===== src/rtl/prog_loader_pkg.sv =====
// Shared types for the program loader.
// State encoding and counter widths.
package prog_loader_pkg;

  localparam int BCNT_W = 2;
  localparam int WIDX_W = 16;

  typedef enum logic [2:0] {
    ST_IDLE,
    ST_RECV,
    ST_WRITE,
    ST_CHECK,
    ST_RUN,
    ST_ERROR
  } state_e;

endpackage


===== src/rtl/byte_packer.sv =====
// Big-endian byte-to-word packer.
// full flags the shift that completes a word.
module byte_packer
  import prog_loader_pkg::*;
(
  input  logic        clk,
  input  logic        clr_n,
  input  logic        clr,
  input  logic        shift,
  input  logic [7:0]  din,
  output logic [31:0] word,
  output logic        full
);

  logic [BCNT_W-1:0] cnt_q, cnt_d;
  logic [23:0]       data_q, data_d;

  // The fourth byte is taken straight from din so the word is ready on its cycle.
  assign word = {data_q, din};
  assign full = shift && (cnt_q == '1);

  always_comb begin
    cnt_d  = cnt_q;
    data_d = data_q;
    if (clr) begin
      cnt_d  = '0;
      data_d = '0;
    end else if (shift) begin
      cnt_d  = cnt_q + 1'b1;
      data_d = {data_q[15:0], din};
    end
  end

  always_ff @(posedge clk or negedge clr_n) begin
    if (!clr_n) begin
      cnt_q  <= '0;
      data_q <= '0;
    end else begin
      cnt_q  <= cnt_d;
      data_q <= data_d;
    end
  end

endmodule


===== src/rtl/prog_loader.sv =====
// Streams a program into instruction memory, verifies
// an XOR checksum, then releases the CPU pipeline.
module prog_loader
  import prog_loader_pkg::*;
#(
  parameter logic [31:0] BASE_ADDR = 32'h0000_0000,
  parameter int          MAX_WORDS = 256
) (
  input  logic        clk,
  input  logic        clr_n,
  input  logic        start,
  input  logic [15:0] len_words,
  input  logic        s_valid,
  input  logic [7:0]  s_data,
  output logic        s_ready,
  output logic        im_we,
  output logic [31:0] im_addr,
  output logic [31:0] im_wdata,
  output logic        cpu_clr_n,
  output logic        cpu_en,
  output logic        done,
  output logic        err
);

  state_e            state_q, state_d;
  logic [WIDX_W-1:0] idx_q, idx_d;
  logic [WIDX_W-1:0] last_q, last_d;
  logic [7:0]        csum_q, csum_d;
  logic [31:0]       addr_q, addr_d;
  logic [31:0]       wdata_q, wdata_d;
  logic              done_q, done_d;

  logic        accept;
  logic        len_ok;
  logic        pk_clr;
  logic        pk_shift;
  logic [31:0] pk_word;
  logic        pk_full;

  assign s_ready   = (state_q == ST_RECV) || (state_q == ST_CHECK);
  assign accept    = s_valid && s_ready;
  assign im_we     = (state_q == ST_WRITE);
  assign im_addr   = addr_q;
  assign im_wdata  = wdata_q;
  assign cpu_en    = (state_q == ST_RUN);
  assign cpu_clr_n = (state_q == ST_RUN);
  assign err       = (state_q == ST_ERROR);
  assign done      = done_q;

  assign len_ok = (len_words != '0) &&
                  ({16'h0, len_words} <= 32'(MAX_WORDS));
  assign pk_shift = (state_q == ST_RECV) && accept;

  byte_packer u_packer (
    .clk   (clk),
    .clr_n (clr_n),
    .clr   (pk_clr),
    .shift (pk_shift),
    .din   (s_data),
    .word  (pk_word),
    .full  (pk_full)
  );

  always_comb begin
    state_d = state_q;
    idx_d   = idx_q;
    last_d  = last_q;
    csum_d  = csum_q;
    addr_d  = addr_q;
    wdata_d = wdata_q;
    done_d  = 1'b0;
    pk_clr  = 1'b0;
    case (state_q)
      ST_IDLE, ST_RUN, ST_ERROR: begin
        if (start) begin
          pk_clr = 1'b1;
          if (len_ok) begin
            state_d = ST_RECV;
            idx_d   = '0;
            csum_d  = 8'h00;
            last_d  = len_words - 16'd1;
          end else begin
            state_d = ST_ERROR;
          end
        end
      end
      ST_RECV: begin
        if (accept) begin
          csum_d = csum_q ^ s_data;
          if (pk_full) begin
            state_d = ST_WRITE;
            addr_d  = BASE_ADDR + 32'({idx_q, 2'b00});
            wdata_d = pk_word;
          end
        end
      end
      ST_WRITE: begin
        if (idx_q == last_q) begin
          state_d = ST_CHECK;
        end else begin
          state_d = ST_RECV;
          idx_d   = idx_q + 1'b1;
        end
      end
      ST_CHECK: begin
        if (accept) begin
          if (s_data == csum_q) begin
            state_d = ST_RUN;
            done_d  = 1'b1;
          end else begin
            state_d = ST_ERROR;
          end
        end
      end
      default: state_d = ST_IDLE;
    endcase
  end

  always_ff @(posedge clk or negedge clr_n) begin
    if (!clr_n) begin
      state_q <= ST_IDLE;
      idx_q   <= '0;
      last_q  <= '0;
      csum_q  <= '0;
      addr_q  <= '0;
      wdata_q <= '0;
      done_q  <= 1'b0;
    end else begin
      state_q <= state_d;
      idx_q   <= idx_d;
      last_q  <= last_d;
      csum_q  <= csum_d;
      addr_q  <= addr_d;
      wdata_q <= wdata_d;
      done_q  <= done_d;
    end
  end

endmodule


===== config.mk =====
export PLATFORM = sky130hd
export DESIGN_NAME = prog_loader
export DESIGN_NICKNAME = d
export VERILOG_FILES = /design/src/rtl/prog_loader_pkg.sv /design/src/rtl/byte_packer.sv /design/src/rtl/prog_loader.sv
export SDC_FILE = /design/constraint.sdc
export NUM_CORES = 1
export LEC_CHECK = 0
export CELL_PAD_IN_SITES_DETAIL_PLACEMENT = 0
export CELL_PAD_IN_SITES_GLOBAL_PLACEMENT = 1
export CORE_ASPECT_RATIO = 0.7
export CORE_MARGIN = 1.5
export CORE_UTILIZATION = 37
export DETAILED_ROUTE_END_ITERATION = 7
export PLACE_DENSITY_LB_ADDON = 0.3
export SLEW_MARGIN = 10
export SYNTH_ARGS = -nofsm -noshare
export SYNTH_HDL_FRONTEND = slang
export SYNTH_SLANG_ARGS = --single-unit
export TNS_END_PERCENT = 10

===== constraint.sdc =====
create_clock -name clk -period 2.1 [get_ports clk]
set_input_delay 0.21 -clock clk [delete_from_list [all_inputs] [get_ports clk]]
set_output_delay 0.21 -clock clk [all_outputs]
set_load 0.01 [all_outputs]

==> impl_metrics.json <==
{
  "status": "finished with violations",
  "violations": "negative setup slack",
  "p_per_area_mw_per_mm2": 1130,
  "clk_pin_slew_worst_paths_ns": 0.06,
  "setup_viol": 1,
  "port_buffers": 81,
  "setup_ws_ns": -0.00685,
  "postSynthCellCount": 503,
  "p_leak_uw": 0.00370,
  "dp_slack_ns": -0.862,
  "root_buffer": "clkbuf_16",
  "start_util_pct": 37.7,
  "syn_avg_cell_area_um2": 11.0,
  "seq_area_mm2": 0.00295,
  "grt_usage_pct": 18.9,
  "post-route-min-period_ns": 2.11,
  "ys_types": 55,
  "drt_iter0_drc": 214,
  "routed_wl_um": 13700,
  "synth_ff_type": "dfrtp_1",
  "yosys_warnings": 0,
  "grt_max_degree": 45,
  "worst_pin_slew_ns": 0.596,
  "final_hold_viol_count": 0,
  "htree_levels": 4,
  "grt_first_pass_wirelength_um": 22500,
  "grt_pass1_vias": 4259,
  "maxSlewHeadroom_pct": 60.3,
  "antenna_found_initial": 0,
  "antenna_cells": 0,
  "first_pass_iters": 4,
  "hold_path_class": "in -> reg",
  "worstSetupStartpointType": "primary input",
  "multi_input_area_mm2": 0.00244,
  "cpPeakStageDelay_ns": 0.50,
  "die_width_um": 149,
  "final_antenna_net_count": 0,
  "busiest_layer": "met1",
  "skew_ns": 0.00846,
  "crit_type": "in -> reg",
  "pin_count": 98,
  "cts_buffer_depth": 2,
  "num_rows": 37,
  "grt_use_met2_pct": 26.0,
  "worstPathArrival_ns": 2.40,
  "worstPathRequired_ns": 2.40,
  "fin_crit_sh_pct": 100,
  "synth-seq-cells": 118,
  "cts_tree": "done",
  "cts-buffers-inserted": 17,
  "drt_drc_violations_left": 0,
  "fp.dieH_um": 105,
  "rsz0062_at_grt": "true",
  "dieArea_mm2": 0.0157,
  "fin_nets": 666,
  "slew_violations": 0,
  "holdWs_ns": 0.109,
  "clock.fmax_ghz": 0.475,
  "dp.final_hpwl_um": 9690,
  "place_congestion": 0.810,
  "gr-usage-met3_pct": 5.63,
  "maxCapViolCount": 0,
  "core_mm2": 0.0147,
  "syn2layout_area_growth_pct": 37.1,
  "crit_chain": "clkdlybuf4s50_1 -> or3_4 -> or4_4 -> a32o_2 -> o21bai_4 -> a221o_1",
  "cp-end-kind": "flop",
  "wl_per_cell_um": 16.3,
  "clk_latency_ns": 0.42,
  "total_power_uw": 8540,
  "cpMaxStageDelayCell": "or4_4",
  "cts_num_sinks": 118,
  "ys_async_sr_fraction_pct": 100,
  "fillers": 1314,
  "grt_overflow": 0,
  "vias": 4250,
  "synth_edf_count": 0,
  "met1_usage_pct": 28.1,
  "peakVddDrop_uv": 638,
  "netlist_area_mm2": 0.00554,
  "routed_via_density": 5.04,
  "cp_max_fo": 7,
  "seq_area_frac_synth_pct": 53.3,
  "final_layout_size_suffix_gt1_share_pct": 26.9
}
## state kept, by name (all words and copies together), names as in the netlist
signal           flops
u_packer.cnt_q       2
csum_q               8
im_wdata            32
done                 1
u_packer.data_q     24
im_addr             16
idx_q               16
state_q              3
last_q              16
## Yosys cell counts (2+ instances only)
cell type | count | area share, %
or3_1 | 2 | 0.23
or4_1 | 2 | 0.27
mux2_2 | 49 | 10
a221o_1 | 5 | 0.90
and3_1 | 6 | 0.68
ha_1 | 3 | 0.68
nor4_1 | 11 | 1.2
o31a_1 | 8 | 1.3
o211ai_1 | 3 | 0.41
a21bo_2 | 2 | 0.36
nor2b_1 | 6 | 0.68
buf_4 | 17 | 2.3
nor3_1 | 4 | 0.36
o22a_1 | 2 | 0.32
xor2_1 | 24 | 3.8
or2_2 | 3 | 0.34
and2_1 | 6 | 0.68
nor4b_1 | 2 | 0.32
a31oi_1 | 3 | 0.34
buf_2 | 5 | 0.45
nand4_1 | 3 | 0.34
xnor2_1 | 6 | 0.95
buf_1 | 3 | 0.20
o21a_1 | 7 | 0.95
o211a_1 | 3 | 0.54
nand2b_1 | 2 | 0.23
mux2i_1 | 8 | 1.4
and4_1 | 2 | 0.32
a21o_1 | 3 | 0.41
dfrtp_1 | 118 | 53
nand2_1 | 66 | 4.5
nand3_1 | 9 | 0.81
inv_1 | 6 | 0.41
nor2_1 | 24 | 1.6
clkbuf_1 | 22 | 1.5
a21oi_1 | 37 | 3.3
o21ai_0 | 3 | 0.27
## power by group
group          switching (uW)  internal, uW
Sequential                376          2730
Clock                    1130          1650
Combinational            1360          1300
## placed cells by master (no fill, tap or decap), types with 3 or more instances in the layout
| master | Yosys | final |
|---|---|---|
| dfrtp_1 | 118 | 117 |
| clkdlybuf4s50_1 | 0 | 66 |
| nand2_1 | 66 | 64 |
| buf_4 | 17 | 58 |
| mux2_2 | 49 | 49 |
| a21oi_1 | 37 | 37 |
| xor2_1 | 24 | 24 |
| nor2_1 | 24 | 24 |
| clkbuf_16 | 0 | 17 |
| conb_1 | 1 | 16 |
| nand3_1 | 9 | 9 |
| dlygate4sd2_1 | 0 | 9 |
| inv_6 | 0 | 8 |
| nor4_1 | 11 | 8 |
| o31a_1 | 8 | 8 |
| mux2i_1 | 8 | 8 |
| o21a_1 | 7 | 7 |
| and3_1 | 6 | 6 |
| xnor2_1 | 6 | 6 |
| nor2b_1 | 6 | 6 |
| and2_1 | 6 | 5 |
| a221o_1 | 5 | 5 |
| nor3_1 | 4 | 4 |
| buf_6 | 1 | 4 |
| buf_12 | 0 | 4 |
| inv_1 | 6 | 3 |
| nand4_1 | 3 | 3 |
| o211ai_1 | 3 | 3 |
| o211a_1 | 3 | 3 |
| a21o_1 | 3 | 3 |
| o21ai_0 | 3 | 3 |
| a31oi_1 | 3 | 3 |
| or2_2 | 3 | 3 |
| clkinv_4 | 0 | 3 |
| clkinv_2 | 0 | 3 |
## worst paths after layout
kind / start / end / slack (ns) / depth (start not counted)
min reg2reg: csum_q[0]$_DFFE_PN0P_ / csum_q[0]$_DFFE_PN0P_ / 0.49 / 1
max: len_words[7] / idx_q[4]$_DFFE_PN0P_ / -0.007 / 6
min in group asynchronous: clr_n / idx_q[2]$_DFFE_PN0P_ / 0.35 / 2
max in group asynchronous: clr_n / csum_q[4]$_DFFE_PN0P_ / 1.11 / 3
min: len_words[0] / last_q[0]$_DFFE_PN0P_ / 0.11 / 3
max reg2reg: idx_q[0]$_DFFE_PN0P_ / idx_q[4]$_DFFE_PN0P_ / 0.06 / 6
## cells by family (layout without fill, tap and decap cells)
family          count (synthesis)  in the layout  share of synthesized area (%)
fa+ha+maj                       3              3                          0.678
mux                            58             58                           11.7
xor+xnor                       30             30                           4.75
other cells                     1             16                         0.0677
compound gates                 85             86                           10.7
flops                         118            118                           53.3
buf+inv                        54            183                           5.06
simple gates                  154            154                           13.7
## per-stage QoR
step	cell area, um^2	util, %	instances	setup TNS (ns)
after floorplan	5630	-	518	-1.01
after global placement	6930	47.2	807	-26.16
after detailed placement	6930	47.2	807	-27.81
after CTS	7550	51.4	843	0
after global routing	7590	51.7	843	-0.344
final	7590	51.7	843	-0.00685
## timing repair
action / CTS / global route
pin swaps: 10 / 3
hold buffers: 1 / 0
resized for setup: 32 / 9
setup buffers: 2 / 0
endpoints found under the setup margin: 43 / 17
hold endpoints to repair: 41 / 0
cloned: 1 / 0
## per-layer routing
layer,vias up,share of wire [%]
li1,2020,-
met1,2097,51
met2,119,42
met3,14,5.6
met4,0,1.2
met5,-,0
## cell type report
type,count,share of cell area [%]
clock inverters,15,1.85
well taps,195,3.22
multi-input cells,347,32.2
repair buffers,145,17.7
inverters,6,0.528
flip-flops and latches,118,38.9
clock buffers,17,5.61
## critical path: cells and delay by family
kind | cells | cell delay (ns)
buffers and inverters | 1 | 0.42
and+or+nand+nor | 2 | 0.90
AOI/OAI and AO/OA | 3 | 0.87
(Power assumes the default switching activity.)
